--- config.mk ---
export PLATFORM = sky130hd
export DESIGN_NAME = ins_loader_flat
export DESIGN_NICKNAME = d
export VERILOG_FILES = /design/src/rtl/ins_loader_pkg.sv /design/src/rtl/ins_loader_if.sv /design/src/rtl/ins_byte_packer.sv /design/src/rtl/ins_loader.sv /design/src/flat_wrapper.sv
export SDC_FILE = /design/constraint.sdc
export NUM_CORES = 1
export LEC_CHECK = 0
export BUFFER_PORTS_ARGS = -buffer_cell sky130_fd_sc_hd__buf_2
export CAP_MARGIN = 20
export CELL_PAD_IN_SITES_DETAIL_PLACEMENT = 1
export CELL_PAD_IN_SITES_GLOBAL_PLACEMENT = 2
export CORE_ASPECT_RATIO = 0.75
export CORE_UTILIZATION = 35
export DETAILED_ROUTE_END_ITERATION = 6
export GPL_TIMING_DRIVEN = 0
export PLACE_DENSITY = 0.81
export SLEW_MARGIN = 5
export SYNTH_ARGS = -nofsm -noshare
export SYNTH_HDL_FRONTEND = slang
export SYNTH_SLANG_ARGS = --single-unit
--- constraint.sdc ---
create_clock -name clk -period 3.6 [get_ports clk]
set_clock_uncertainty 0.05 [all_clocks]
set_input_delay 0.72 -clock clk [delete_from_list [all_inputs] [get_ports clk]]
set_output_delay 0.72 -clock clk [all_outputs]
set_load 0.01 [all_outputs]
--- src/rtl/ins_loader_pkg.sv ---
// Shared definitions for the instruction loader: field widths, opcode encodings
// and loader FSM states.
package ins_loader_pkg;

  localparam int unsigned OPCODE_WIDTH = 3;
  localparam int unsigned ADDR_WIDTH   = 10;

  function automatic int unsigned ins_width(input int unsigned aw);
    return OPCODE_WIDTH + 3 * aw;
  endfunction

  function automatic int unsigned bytes_per_ins(input int unsigned w);
    return (w + 7) / 8;
  endfunction

  localparam int unsigned INS_WIDTH     = ins_width(ADDR_WIDTH);
  localparam int unsigned BYTES_PER_INS = bytes_per_ins(INS_WIDTH);

  typedef enum logic [OPCODE_WIDTH-1:0] {
    OP_NOP   = 3'b000,
    OP_ADD   = 3'b001,
    OP_SUB   = 3'b010,
    OP_MUL   = 3'b011,
    OP_DOTS  = 3'b100,
    OP_DOTA  = 3'b101,
    OP_PASSB = 3'b110
  } opcode_t;

  typedef enum logic [2:0] {
    IDLE,
    HDR0,
    HDR1,
    DATA,
    WRITE,
    DONE,
    ERR
  } ldr_state_t;

endpackage

--- src/rtl/ins_loader_if.sv ---
// Byte-stream input and instruction-memory write bus of the loader.
// master = host/memory side, slave = loader.
interface ins_loader_if
  import ins_loader_pkg::*;
#(
  parameter int unsigned INS_ADDR_WIDTH = 10,
  parameter int unsigned INS_W          = ins_loader_pkg::INS_WIDTH
);

  logic [7:0]                rx_data;
  logic                      rx_valid;
  logic                      rx_ready;
  logic                      ins_we;
  logic [INS_ADDR_WIDTH-1:0] ins_waddr;
  logic [INS_W-1:0]          ins_wdata;

  modport master (
    output rx_data,
    output rx_valid,
    input  rx_ready,
    input  ins_we,
    input  ins_waddr,
    input  ins_wdata
  );

  modport slave (
    input  rx_data,
    input  rx_valid,
    output rx_ready,
    output ins_we,
    output ins_waddr,
    output ins_wdata
  );

endinterface

--- src/rtl/ins_byte_packer.sv ---
// Little-endian byte packer: shifts stream bytes into one instruction word and
// flags the final byte of each instruction.
module ins_byte_packer
  import ins_loader_pkg::*;
#(
  parameter int unsigned INS_W = ins_loader_pkg::INS_WIDTH,
  parameter int unsigned BPI   = bytes_per_ins(INS_W)
) (
  input  logic             clk,
  input  logic             rstn,
  input  logic             i_shift,
  input  logic [7:0]       i_byte,
  output logic             o_last,
  output logic [INS_W-1:0] o_word
);

  localparam int unsigned IDX_W = $clog2(BPI);
  localparam int unsigned BUF_W = (BPI - 1) * 8;

  logic [IDX_W-1:0] r_idx;
  logic [BUF_W-1:0] r_buf;

  always_ff @(posedge clk) begin
    if (!rstn) begin
      r_idx <= '0;
      r_buf <= '0;
    end else if (i_shift) begin
      r_buf <= {i_byte, r_buf[BUF_W-1:8]};
      r_idx <= o_last ? '0 : r_idx + 1'b1;
    end
  end

  assign o_last = (r_idx == IDX_W'(BPI - 1));
  // Word is valid while the last byte is presented, so the loader can register
  // it on the accepting edge and pulse the write one cycle later.
  assign o_word = INS_W'({i_byte, r_buf});

endmodule

--- src/rtl/ins_loader.sv ---
// Instruction-memory loader: parses header + packed instructions, writes them
// from address 0 and holds the core in reset until the load completes.
module ins_loader
  import ins_loader_pkg::*;
#(
  parameter int unsigned INS_ADDR_WIDTH = 10,
  parameter int unsigned ADDR_WIDTH     = ins_loader_pkg::ADDR_WIDTH
) (
  input  logic         clk,
  input  logic         rstn,
  input  logic         i_start,
  ins_loader_if.slave  bus,
  output logic         o_busy,
  output logic         o_done,
  output logic         o_err,
  output logic         o_core_rstn
);

  localparam int unsigned INS_W = ins_width(ADDR_WIDTH);
  localparam int unsigned BPI   = bytes_per_ins(INS_W);
  localparam logic [16:0] DEPTH = 17'(2 ** INS_ADDR_WIDTH);

  ldr_state_t                r_state;
  logic [15:0]               r_count;
  logic [INS_ADDR_WIDTH-1:0] r_addr;
  logic                      r_rx_ready;
  logic                      r_we;
  logic [INS_ADDR_WIDTH-1:0] r_waddr;
  logic [INS_W-1:0]          r_wdata;
  logic                      r_busy;
  logic                      r_done;
  logic                      r_err;
  logic                      r_core_rstn;

  logic             w_accept;
  logic             w_shift;
  logic             w_last;
  logic [INS_W-1:0] w_word;
  logic [15:0]      w_hdr_count;
  logic             w_last_addr;

  assign w_accept    = bus.rx_valid && r_rx_ready;
  assign w_shift     = w_accept && (r_state == DATA);
  assign w_hdr_count = {bus.rx_data, r_count[7:0]};
  // 16-bit compare so a full-depth load ends before the address register wraps.
  assign w_last_addr = (16'(r_addr) == (r_count - 16'd1));

  ins_byte_packer #(
    .INS_W (INS_W),
    .BPI   (BPI)
  ) u_packer (
    .clk     (clk),
    .rstn    (rstn),
    .i_shift (w_shift),
    .i_byte  (bus.rx_data),
    .o_last  (w_last),
    .o_word  (w_word)
  );

  always_ff @(posedge clk) begin
    if (!rstn) begin
      r_state     <= IDLE;
      r_count     <= '0;
      r_addr      <= '0;
      r_rx_ready  <= 1'b0;
      r_we        <= 1'b0;
      r_waddr     <= '0;
      r_wdata     <= '0;
      r_busy      <= 1'b0;
      r_done      <= 1'b0;
      r_err       <= 1'b0;
      r_core_rstn <= 1'b0;
    end else begin
      r_we <= 1'b0;
      case (r_state)
        IDLE, DONE, ERR: begin
          if (i_start) begin
            r_state     <= HDR0;
            r_addr      <= '0;
            r_rx_ready  <= 1'b1;
            r_busy      <= 1'b1;
            r_done      <= 1'b0;
            r_err       <= 1'b0;
            r_core_rstn <= 1'b0;
          end
        end
        HDR0: begin
          if (w_accept) begin
            r_count[7:0] <= bus.rx_data;
            r_state      <= HDR1;
          end
        end
        HDR1: begin
          if (w_accept) begin
            r_count <= w_hdr_count;
            if (w_hdr_count == 16'd0) begin
              r_state     <= DONE;
              r_rx_ready  <= 1'b0;
              r_busy      <= 1'b0;
              r_done      <= 1'b1;
              r_core_rstn <= 1'b1;
            end else if ({1'b0, w_hdr_count} > DEPTH) begin
              r_state    <= ERR;
              r_rx_ready <= 1'b0;
              r_busy     <= 1'b0;
              r_err      <= 1'b1;
            end else begin
              r_state <= DATA;
            end
          end
        end
        DATA: begin
          if (w_shift && w_last) begin
            r_state    <= WRITE;
            r_rx_ready <= 1'b0;
            r_we       <= 1'b1;
            r_waddr    <= r_addr;
            r_wdata    <= w_word;
          end
        end
        WRITE: begin
          if (w_last_addr) begin
            r_state     <= DONE;
            r_busy      <= 1'b0;
            r_done      <= 1'b1;
            r_core_rstn <= 1'b1;
          end else begin
            r_state    <= DATA;
            r_addr     <= r_addr + 1'b1;
            r_rx_ready <= 1'b1;
          end
        end
        default: r_state <= IDLE;
      endcase
    end
  end

  assign bus.rx_ready  = r_rx_ready;
  assign bus.ins_we    = r_we;
  assign bus.ins_waddr = r_waddr;
  assign bus.ins_wdata = r_wdata;
  assign o_busy        = r_busy;
  assign o_done        = r_done;
  assign o_err         = r_err;
  assign o_core_rstn   = r_core_rstn;

endmodule

--- src/flat_wrapper.sv ---
// flat-port wrapper written by rule: the top's interface ports become plain ports
module ins_loader_flat import ins_loader_pkg::*;
#(
  parameter int unsigned INS_ADDR_WIDTH = 10,
  parameter int unsigned ADDR_WIDTH     = ins_loader_pkg::ADDR_WIDTH
)
  (clk, rstn, i_start, o_busy, o_done, o_err, o_core_rstn, bus_rx_data, bus_rx_valid, bus_rx_ready, bus_ins_we, bus_ins_waddr, bus_ins_wdata);
  ins_loader_if #(.INS_ADDR_WIDTH(INS_ADDR_WIDTH), .INS_W((INS_WIDTH))) bus_i ();
  input  logic clk;
  input  logic rstn;
  input  logic i_start;
  output logic o_busy;
  output logic o_done;
  output logic o_err;
  output logic o_core_rstn;
  input wire logic [$bits(bus_i.rx_data)-1:0] bus_rx_data;
  input wire logic [$bits(bus_i.rx_valid)-1:0] bus_rx_valid;
  output wire logic [$bits(bus_i.rx_ready)-1:0] bus_rx_ready;
  output wire logic [$bits(bus_i.ins_we)-1:0] bus_ins_we;
  output wire logic [$bits(bus_i.ins_waddr)-1:0] bus_ins_waddr;
  output wire logic [$bits(bus_i.ins_wdata)-1:0] bus_ins_wdata;
  assign bus_i.rx_data = bus_rx_data;
  assign bus_i.rx_valid = bus_rx_valid;
  assign bus_rx_ready = bus_i.rx_ready;
  assign bus_ins_we = bus_i.ins_we;
  assign bus_ins_waddr = bus_i.ins_waddr;
  assign bus_ins_wdata = bus_i.ins_wdata;
  ins_loader #(.INS_ADDR_WIDTH(INS_ADDR_WIDTH), .ADDR_WIDTH(ADDR_WIDTH)) u_core (.clk(clk), .rstn(rstn), .i_start(i_start), .bus(bus_i), .o_busy(o_busy), .o_done(o_done), .o_err(o_err), .o_core_rstn(o_core_rstn));
endmodule
=== Yosys cells after proc, flatten, opt, wreduce, memory -nomap -nowiden ===
Index checks and enable logic that the tools add are counted.
Widths: inputs -> output; s select.

* Reductions and logical operators: 20
* Mux-type cells: 33
* $add $sub $neg: 3
* Equality and inequality tests: 18
* Bitwise logic cells: 1
* Order comparisons: 1

{| class="wikitable"
|+ Operators with widths
! cell !! count
|-
| $mux 3 || 8
|-
| $mux 10 || 2
|-
| $pmux 10 s2 || 1
|-
| $eq 10x16->1 || 1
|-
| $gt 16x11->1 const B || 1
|-
| $logic_not 16->1 || 1
|-
| $pmux 8 s2 || 1
|-
| $sub 16x1->16 const B || 1
|-
| $mux 1 || 15
|-
| $pmux 3 s5 || 1
|-
| $reduce_and 5->1 || 3
|-
| $eq 3x3->1 const B || 4
|-
| $add 10x1->10 const B || 1
|-
| $ne 2x1->1 const B || 5
|-
| $mux 8 || 1
|-
| $ne 2x2->1 const B || 4
|-
| $eq 3x2->1 const B || 2
|-
| $pmux 1 s3 || 2
|-
| $reduce_and 2->1 || 3
|-
| $reduce_and 3->1 || 2
|-
| $reduce_and 6->1 || 1
|-
| $pmux 1 s4 || 1
|-
| $reduce_and 4->1 || 1
|-
| $reduce_bool 2->1 || 2
|-
| other kinds (10) || 12
|}

* Output and inout port bits: 49
* Bits in registers: 112

=== Longest topological paths before layout ===
Gate-level depths: netlist of the first run.

* Depth after elaboration: 5
* Depth in mapped cells: 11

=== Hierarchy ===
From an unflattened synthesis of the first run, not the netlist that was laid out.

* Cell total of the unflattened synthesis: 602
* Area, all modules: 5331.4 um2

{| class="wikitable"
|+ By module, submodules not included
! module !! area each (um2) !! cells an instance !! seq. area each (um2) !! instances
|-
| ins_loader || 3921.3 || 481 || 1541.5 || 1
|-
| ins_byte_packer || 1410.1 || 121 || 700.7 || 1
|}

=== Worst setup path before layout of the first run ===
No wires, ideal clock.

* Kind: register to register
* Start point: reg u_core.r_count[8]
* End point: reg u_core.r_state[1]
* Period minus slack after synthesis: 2.749 ns
* Required time: 3.428 ns
* Arrival: 2.577 ns
* Setup slack: 0.851 ns
* Cell stages (with the launch flop): 8
* Library setup time: 0.122 ns
* Cell sequence: dfxtp_1 > or3_4 > or4b_4 > nor3_1 > o2111ai_2 > nor4_4 > nor3_1 > o311a_1

* Longest elaborated chain between the ends: 4

{| class="wikitable"
|+ RTL lines
! item !! RTL line !! RTL
|-
| start: declaration || ins_loader.sv:24 || <nowiki>logic [15:0] r_count;</nowiki>
|-
| start signal: assignment || ins_loader.sv:95 || <nowiki>r_count <= w_hdr_count;</nowiki>
|-
| $sub 16x1->16 || ins_loader.sv:46 || <nowiki>assign w_last_addr = (16'(r_addr) == (r_count - 16'd1));</nowiki>
|-
| $eq 10x16->1 || ins_loader.sv:46 ||
|-
| $mux 3 || ins_loader.sv:122 || <nowiki>if (w_last_addr) begin</nowiki>
|-
| $pmux 3 s5 || ins_loader.sv:75 || <nowiki>case (r_state)</nowiki>
|-
| end signal: assignment || ins_loader.sv:78 || <nowiki>r_state <= HDR0;</nowiki>
|-
| end signal: assignment || ins_loader.sv:123 || <nowiki>r_state <= DONE;</nowiki>
|-
| end signal: assignment || ins_loader.sv:128 || <nowiki>r_state <= DATA;</nowiki>
|-
| end: declaration || ins_loader.sv:23 || <nowiki>ldr_state_t r_state;</nowiki>
|}

Every way passes these cells.
A chain may end at the register's enable or synchronous reset.

=== Worst setup path after layout of the first run ===
* Start point: reg u_core.r_count[5]
* End point: reg u_core.r_busy, in the netlist u_core.o_busy

* Longest elaborated chain between the ends: 4
* Elaborated cells on any way between the ends: 10

{| class="wikitable"
|+ RTL lines
! item !! RTL line !! RTL
|-
| start signal: assignment || ins_loader.sv:89 || <nowiki>r_count[7:0] <= bus.rx_data;</nowiki>
|-
| start signal: assignment || ins_loader.sv:95 ||
|-
| $sub 16x1->16 / $logic_not 16->1 (equally long branches) || ins_loader.sv:46, ins_loader.sv:96 ||
|-
| $eq 10x16->1 / $mux 1 (equally long branches) || ins_loader.sv:46, ins_loader.sv:96 ||
|-
| $ne 2x1->1 (no source line) / $mux 1 (equally long branches) || -- ||
|-
| $reduce_and 5->1 (no source line) / $pmux 1 s3 (equally long branches) || -- ||
|-
| end signal: assignment || ins_loader.sv:69 || <nowiki>r_busy <= 1'b0;</nowiki>
|-
| end signal: assignment || ins_loader.sv:81 || <nowiki>r_busy <= 1'b1;</nowiki>
|-
| end signal: assignment || ins_loader.sv:99 || <nowiki>r_busy <= 1'b0;</nowiki>
|-
| end: declaration || ins_loader.sv:30 || <nowiki>logic r_busy;</nowiki>
|}

Parallel ways exist; a longest one is shown, timed or not. The select of a mux whose other input is x is not followed.

==> results of run 1 <==
[layout make-up]
| type | instances | area (um^2) | area share (%) |
|---|---|---|---|
| sequential | 112 | 2240 | 40.6 |
| buffer | 36 | 148 | 2.67 |
| clock buffer | 10 | 229 | 4.14 |
| inverter | 11 | 41.3 | 0.747 |
| multi-input combinational | 365 | 2280 | 41.3 |
| tap | 171 | 214 | 3.87 |
| timing repair buffer | 61 | 305 | 5.53 |
| clock inverter | 6 | 62.6 | 1.13 |
[metal layers]
metal | wire length (um) | up-vias | part of all wire, % | global-route usage, %
li1 | - | 2036 | - | -
met1 | 7240 | 2056 | 54 | 30.1
met2 | 5740 | 63 | 42 | 29.9
met3 | 457 | 9 | 3.4 | 3.79
met4 | 96 | 0 | 0.71 | 4.36
met5 | 0 | - | 0 | 0
[path summary, 6_finish.rpt]
kind,slack (ns),depth (start not counted),endpoint,startpoint
max,0.27,8,u_core.o_busy,u_core.r_count[5]
min,0.41,2,u_core.u_packer.r_buf[0],u_core.u_packer.r_buf[0]
max reg2reg,0.27,8,u_core.o_busy,u_core.r_count[5]
min reg2reg,0.41,2,u_core.u_packer.r_buf[0],u_core.u_packer.r_buf[0]
[worst max-delay path, stage by stage, from the launching register on]
cell and delay (ns):
dfxtp_1 0.30, clkbuf_1 0.23, or2_2 0.39, or4_1 0.53, a2111oi_1 0.46, o2111ai_2 0.27
nor4_1 0.71, o21a_1 0.23, nor2_1 0.04
[stage by stage]
stage          area, um^2  hold slack (ns)  worst slack [ns]
5_1_grt              5520            0.432            0.0243
3_3_place_gp         5230            0.399             0.306
4_1_cts              5520            0.413             0.243
6_report             5520            0.410             0.274
2_1_floorplan        4710            0.386             0.851
3_5_place_dp         5230            0.404             0.261
[where the power goes]
part,internal [W],total (W),switching [W]
clock,0.000491,0.000990,0.000499
combinational,0.000102,0.000307,0.000205
sequential,0.00125,0.00127,0.0000157
total,0.00185,0.00257,0.000719
[flip-flops by register name, summed over array words and instances (netlist names)]
signal,flops
u_core.o_done,1
u_core.r_addr,10
u_core.bus.ins_we,1
u_core.r_count,16
u_core.u_packer.r_buf,32
u_core.o_err,1
u_core.bus.ins_waddr,10
u_core.u_packer.r_idx,3
u_core.bus.rx_ready,1
u_core.bus.ins_wdata,33
u_core.r_state,3
u_core.o_busy,1
[placed cells by master, fill, tap and decap left out, types with 7 or more instances in the layout]
master     count
a21oi_1       52
a22o_1        43
buf_2         61
clkbuf_1      33
clkbuf_16      9
dfxtp_1      112
inv_1         11
mux2i_1       16
nand2_1       77
nand3_1       15
nor2_1        37
nor3_1        13
o21ai_0        8
o31ai_1       10
or4_1         10
xnor2_1        7
xor2_1         8
[logic make-up after synthesis]
logic type	count (synthesis)
compound gates	141
fa+ha+maj	4
simple gates	189
xor+xnor	15
mux	16
buf+inv	47
flops	112
==> impl_metrics.py, run 1 <==
metrics = {
    "status": {
        "outcome": "finished clean",
    },
    "route": {
        "drc_errors": 0,
        "drtPass1Iterations": 4,
        "avgViaCountPerCell": 5.39,
        "wl_per_cell_um": 17.5,
        "drtIter0Drc": 170,
        "vias": 4164,
        "ant_nets": 0,
        "drt-total-wl_um": 13500,
    },
    "yosys": {
        "syn-instance-count": 524,
        "yosys.area_share.xor_xnor_pct": 2.79,
        "synth.most_common_cell": "dfxtp_1",
        "yosys.area_share.simple_pct": 20.1,
        "synth_ff_type": "dfxtp_1",
        "synth_area_leader_cell": "dfxtp_1",
        "synth_cell_types": 56,
        "synth_edf_count": 0,
        "seq_area_frac_synth_pct": 47.6,
        "synth_top_family_by_area": "compound AO/OA/AOI/OAI gates",
        "synth_nets": 540,
        "synth_area_mm2": 0.00471,
        "yosys-top-cells-count": "dfxtp_1, nand2_1, a21oi_1",
        "synth_fa_ha_area_share_pct": 1.06,
        "syn_avg_cell_area_um2": 8.99,
        "synth_mux_area_share_pct": 3.40,
        "synthTopCellsByArea": "dfxtp_1, a22o_1, nand2_1",
        "yosys_warnings": 0,
        "synthArstFlopShare_pct": 0,
        "synth_top_area_share_pct": 47.6,
        "yosys_register_bits": 112,
        "synth_compound_area_share_pct": 21.1,
    },
    "clocking": {
        "htreeDepth": 3,
        "clk_path_buf_depth": 2,
        "holdBufCountCts": 0,
        "cts_tree": "built",
        "numCtsBuffers": 9,
        "cts_resized": 0,
        "post_cts_buffers": 0,
        "insertion_delay_ns": 0.35,
        "cts_root_buffer": "clkbuf_16",
        "clk_pin_slew_worst_paths_ns": 0.08,
        "cts_sinks": 112,
    },
    "timing": {
        "slew_headroom_pct": 31.0,
        "fmax_mhz": 301,
        "tns_ns": 0,
        "grt_setup_unrepaired": "no",
        "finalMaxSlewViolations": 0,
        "worst_pin_slew_ns": 1.03,
        "setup_violations": 0,
        "period_needed_ns": 3.33,
        "hold_violations": 0,
        "fin_crit_sh_pct": 92.4,
    },
    "final_layout": {
        "utilization_pct": 42.3,
        "fin_nets": 612,
        "antenna_cells": 0,
        "n_fill_cell": 1581,
        "layoutNonFillerInstCount": 772,
        "synthToLayoutAreaGrowth_pct": 17.2,
        "drive_above_1_share_pct": 15.1,
    },
    "floorplan": {
        "start_util_pct": 36.1,
        "rows": 36,
        "die_h_um": 103,
        "dieArea_mm2": 0.0139,
        "dieWidth_um": 136,
        "core_mm2": 0.0131,
        "ios": 61,
    },
    "place": {
        "gp_congestion": 0.867,
        "portBuffers": 60,
        "dpl.cell_count": 755,
        "place_hpwl_um": 10100,
    },
    "critical_path": {
        "crit_required_ns": 3.77,
        "cp.arrival_ns": 3.50,
        "path_class": "flop to flop",
        "setup.worst_path.end_class": "flop",
        "start_kind": "flop",
        "path_max_fanout": 9,
    },
    "global_route": {
        "grt_max_degree": 21,
        "gr-total-overflow": 0,
        "grt_pass1_wl_um": 21600,
        "track_usage_pct": 20.1,
        "grt_pass1_vias": 4050,
        "antenna_found_initial": 0,
    },
    "pwr": {
        "total_power_w": 0.00257,
        "power.static_leakage_nw": 2.20,
        "max-vdd-ir-drop_v": 0.000258,
        "powerDensity_mw_per_mm2": 465,
    },
    "run": {
        "maxCapViolations": 0,
    },
    "min_path": {
        "hp-class": "flop to flop",
    },
}
(Power assumes the default switching activity.)
==> run 2: changes to the inputs <==
BUFFER_PORTS_ARGS = not set   (was -buffer_cell sky130_fd_sc_hd__buf_2)
CORE_UTILIZATION = 38   (was 35)
DONT_BUFFER_PORTS = 1   (was not set)
PLACE_DENSITY = 0.8   (was 0.81)
==> impl_metrics.py, run 2 (synthesis results as in run 1) <==
metrics = {
    "pwr": {
        "pwr-share-clk_pct": 40.8,
        "swShare_pct": 25.5,
        "total_power_w": 0.00263,
        "power.static_leakage_nw": 1.89,
        "max-vdd-ir-drop_v": 0.000275,
        "internal_power_w": 0.00196,
        "powerDensity_mw_per_mm2": 503,
        "seqPwrFrac_pct": 48.4,
        "p_switching_w": 0.000672,
        "comb_power_share_pct": 10.8,
    },
    "clocking": {
        "cts_tree": "built",
        "insertion_delay_ns": 0.34,
        "cts_resized": 0,
        "clk_path_buf_depth": 2,
        "cts_root_buffer": "clkbuf_16",
        "cts_sinks": 112,
        "clk_pin_slew_worst_paths_ns": 0.07,
        "post_cts_buffers": 0,
        "holdBufCountCts": 0,
        "numCtsBuffers": 9,
        "htreeDepth": 3,
    },
    "final_layout": {
        "fin_nets": 552,
        "utilization_pct": 44.3,
        "antenna_cells": 0,
        "final_cell_mix": "dfxtp_1, nand2_1, a21oi_1, a22o_1, nor2_1",
        "drive_above_1_share_pct": 5.74,
        "largest_reg_flops": 33,
        "regArea_mm2": 0.00224,
        "layout_commonest_cell": "dfxtp_1",
        "synthToLayoutAreaGrowth_pct": 11.1,
        "n_fill_cell": 1394,
        "multi_input_area_mm2": 0.00228,
    },
    "critical_path": {
        "path_max_fanout": 9,
        "start_kind": "flop",
        "setup.worst_path.end_class": "flop",
        "path_class": "flop to flop",
        "crit_family": "simple AND/OR/NAND/NOR gates",
        "cp_cell_sequence": "clkbuf_1 > or3_1 > or4_1 > a2111oi_1 > o2111ai_2 > nor4_1 > o21a_1 > nor2_1",
        "critPathMaxStageDelay_ns": 0.69,
        "slowest_stage": "nor4_1",
        "cp.arrival_ns": 3.45,
        "path_buf_inv": 1,
        "crit_required_ns": 3.76,
    },
    "run": {
        "maxCapViolations": 0,
    },
    "timing": {
        "setup_violations": 0,
        "tns_ns": 0,
        "fmax_mhz": 304,
        "grt_setup_unrepaired": "no",
        "period_needed_ns": 3.29,
        "hold_violations": 0,
        "worst_pin_slew_ns": 1.04,
        "finalMaxSlewViolations": 0,
        "slew_headroom_pct": 30.6,
        "fin_crit_sh_pct": 91.3,
    },
    "global_route": {
        "track_usage_pct": 21.6,
        "grt_pass1_vias": 3949,
        "gr-total-overflow": 0,
        "antenna_found_initial": 0,
        "grt_pass1_wl_um": 21400,
        "grt_max_degree": 19,
    },
    "route": {
        "wl_per_cell_um": 18.9,
        "drc_errors": 0,
        "vias": 3957,
        "drt-total-wl_um": 13200,
        "avgViaCountPerCell": 5.64,
        "ant_nets": 0,
        "drtIter0Drc": 170,
        "drtPass1Iterations": 4,
    },
    "place": {
        "portBuffers": 0,
        "place_hpwl_um": 9830,
        "gp_congestion": 0.852,
    },
    "floorplan": {
        "rows": 34,
        "dieWidth_um": 131,
        "core_mm2": 0.0118,
        "start_util_pct": 39.9,
        "die_h_um": 98.5,
        "dieArea_mm2": 0.0129,
        "ios": 61,
    },
    "status": {
        "outcome": "finished clean",
    },
    "min_path": {
        "hp-class": "flop to flop",
    },
}
-- run 2: changes by cell type in the layout (fill, tap and decap cells not counted), sizes merged --
cell      previous run  this run
buf                 64         4
bufinv               0         2
inv                 15        13
clkbuf              43        42
clkinv               2         1
clkinvlp             0         1
-- run 2: cell type report --
type                            count  area share [%]
Clock buffer                        9            4.30
Buffer                             36            2.82
Multi-Input combinational cell    365            43.6
Inverter                           11           0.788
Timing Repair Buffer                1          0.0955
Tap cell                          162            3.87
Clock inverter                      6            1.77
Sequential cell                   112            42.8
-- run 2: layer usage --
| layer | up-vias | wire [um] | GRT usage (%) |
|---|---|---|---|
| li1 | 1912 | - | - |
| met1 | 1932 | 6790 | 32.1 |
| met2 | 98 | 5550 | 30.8 |
| met3 | 15 | 718 | 5.32 |
| met4 | 0 | 185 | 5.57 |
| met5 | - | 0 | 0 |
-- run 2: worst reg2reg max path: stages (launching register included) --
cell and delay (ns):
dfxtp_1 0.30, clkbuf_1 0.21, or3_1 0.47, or4_1 0.51, a2111oi_1 0.41, o2111ai_2 0.25, nor4_1 0.69, o21a_1 0.23
nor2_1 0.04
-- run 2: final timing paths --
check / from / to / slack [ns] / cells past startpoint
hold / removal: u_core.u_packer.r_buf[1] / u_core.u_packer.r_buf[1] / 0.41 / 2
hold reg to reg: u_core.u_packer.r_buf[1] / u_core.u_packer.r_buf[1] / 0.41 / 2
setup reg to reg: u_core.r_count[2] / u_core.o_busy / 0.31 / 8
setup / recovery: u_core.r_count[2] / u_core.o_busy / 0.31 / 8
-- run 2: power groups by stage --
stage / clock, W / combinational [W] / sequential (W)
floorplan: 0 / 0.000213 / 0.00130
global placement: 0 / 0.000270 / 0.00130
detailed placement: 0 / 0.000279 / 0.00130
CTS: 0.00110 / 0.000282 / 0.00127
global route: 0.00115 / 0.000314 / 0.00128
finish: 0.00108 / 0.000284 / 0.00127
-- run 2: metrics by stage --
step	cells	hold WS [ns]	setup WS, ns	cell area (um^2)
after global routing	702	0.441	0.0681	5240
after detailed placement	686	0.403	0.368	4920
after global placement	686	0.396	0.394	4920
final	702	0.410	0.313	5240
after CTS	701	0.414	0.303	5230
after floorplan	524	0.386	0.851	4710
==> run 3: changes to the inputs <==
clock period = 3.2 ns   (was 3.6 ns; I/O delays follow)
==> impl_metrics.py, run 3 (synthesis results as in run 1) <==
metrics = {
    "final_layout": {
        "layout_commonest_cell": "dfxtp_1",
        "largest_reg_flops": 33,
        "regArea_mm2": 0.00224,
        "antenna_cells": 0,
        "fin_nets": 551,
        "drive_above_1_share_pct": 7.61,
        "utilization_pct": 45.0,
        "final_cell_mix": "dfxtp_1, nand2_1, a21oi_1, a22o_1, nor2_1",
        "multi_input_area_mm2": 0.00236,
        "synthToLayoutAreaGrowth_pct": 12.9,
        "n_fill_cell": 1385,
        "layoutNonFillerInstCount": 701,
    },
    "timing": {
        "setup_violations": 0,
        "fin_ws_ns": 0.0991,
        "fin_crit_sh_pct": 96.9,
        "fmax_mhz": 322,
        "hold_violations": 0,
        "slew_headroom_pct": 30.5,
        "tns_ns": 0,
        "finalMaxSlewViolations": 0,
        "worst_pin_slew_ns": 1.04,
        "period_needed_ns": 3.10,
    },
    "place": {
        "gp_congestion": 0.852,
        "portBuffers": 0,
        "dpl.cell_count": 686,
        "place_hpwl_um": 9830,
        "dpl_worst_slack_ns": -0.0316,
    },
    "route": {
        "dr_wl_met3_um": 720,
        "ant_nets": 0,
        "wl_met2_um": 5680,
        "drt-total-wl_um": 13400,
        "met1Wirelength_um": 6820,
        "drtPass1Iterations": 4,
        "drtIter0Drc": 187,
        "drc_errors": 0,
        "vias": 3969,
        "top_layer_used": "met4",
        "avgViaCountPerCell": 5.66,
        "wl_per_cell_um": 19.1,
    },
    "clocking": {
        "cts_root_buffer": "clkbuf_16",
        "clk_path_buf_depth": 2,
        "numCtsBuffers": 9,
        "cts_sinks": 112,
        "cts_tree": "built",
        "clk_pin_slew_worst_paths_ns": 0.07,
        "htreeDepth": 3,
        "insertion_delay_ns": 0.34,
        "holdBufCountCts": 0,
    },
    "critical_path": {
        "path_class": "flop to flop",
        "cp.arrival_ns": 3.32,
        "critPathMaxStageDelay_ns": 0.53,
        "path_max_fanout": 10,
        "slowest_stage": "or4b_4",
        "setup.worst_path.end_class": "flop",
        "crit_required_ns": 3.41,
        "cp_cell_sequence": "buf_1 > nor4_2 > or4b_4 > o31a_1 > o2111ai_4 > nor4_4 > buf_6 > or4_1 > a21oi_1",
        "start_kind": "flop",
    },
    "floorplan": {
        "dieArea_mm2": 0.0129,
        "core_mm2": 0.0118,
        "start_util_pct": 39.9,
        "rows": 34,
        "die_h_um": 98.5,
        "ios": 61,
        "dieWidth_um": 131,
    },
    "global_route": {
        "grt_pass1_vias": 3948,
        "gr-total-overflow": 0,
        "grt_pass1_wl_um": 21400,
        "antenna_found_initial": 0,
        "grt_max_degree": 19,
        "track_usage_pct": 21.6,
    },
    "pwr": {
        "max-vdd-ir-drop_v": 0.000310,
        "powerDensity_mw_per_mm2": 561,
        "power.static_leakage_nw": 1.93,
        "total_power_w": 0.00298,
    },
    "run": {
        "maxCapViolations": 0,
    },
    "min_path": {
        "hp-class": "input pin to flop",
    },
    "status": {
        "outcome": "finished clean",
    },
}
## run 3: changes by cell type in the layout (fill, tap and decap cells not counted), sizes merged
cell / before / now
clkbuf: 42 / 38
buf: 4 / 7
## run 3: critical path, delay by kind of cell (launching register included)
| kind | cells | cell delay (ns) |
|---|---|---|
| and+or+nand+nor | 4 | 1.44 |
| AOI/OAI and AO/OA | 3 | 0.84 |
| buffers and inverters | 2 | 0.39 |
| DFF | 1 | 0.30 |
## run 3: metrics by stage
step / area (um^2) / hold WS [ns]
2_1_floorplan: 4710 / 0.386
3_3_place_gp: 4920 / 0.396
3_5_place_dp: 4920 / 0.403
4_1_cts: 5250 / 0.359
5_1_grt: 5320 / 0.361
6_report: 5320 / 0.368
## run 3: area by class of cell
type,count,share of cell area (%)
Buffer,34,2.63
Clock buffer,9,4.23
Clock inverter,6,1.74
Inverter,11,0.776
Multi-Input combinational cell,365,44.4
Sequential cell,112,42.1
Tap cell,162,3.81
Timing Repair Buffer,2,0.282
## run 3: worst paths after layout
path	from	endpoint	slack [ns]	cells past startpoint
worst max-delay path	u_core.r_count[3]	u_core.r_addr[7]	0.1	9
worst min-delay path	rstn	u_core.bus.rx_ready	0.37	2
worst max register to register	u_core.r_count[3]	u_core.r_addr[7]	0.1	9
worst min register to register	u_core.u_packer.r_buf[1]	u_core.u_packer.r_buf[1]	0.41	2
## run 3: layer usage
layer  track usage, %  vias up
met1             32.0     1958
met5                0        -
met2             30.8       89
met3             5.48       16
met4             5.75        0
li1                 -     1906
## run 3: where the power goes
group | total, W | switching [W] | internal [W]
registers | 0.00144 | 0.0000244 | 0.00141
clock network | 0.00121 | 0.000520 | 0.000689
logic | 0.000336 | 0.000223 | 0.000114
total | 0.00298 | 0.000768 | 0.00221
## run 3: repair_timing
item / CTS / global route
endpoints found under the setup margin: 24 / 21
gates cloned: 0 / 0
pin swaps: 1 / 2
resized for setup: 3 / 11
setup buffers: 0 / 2
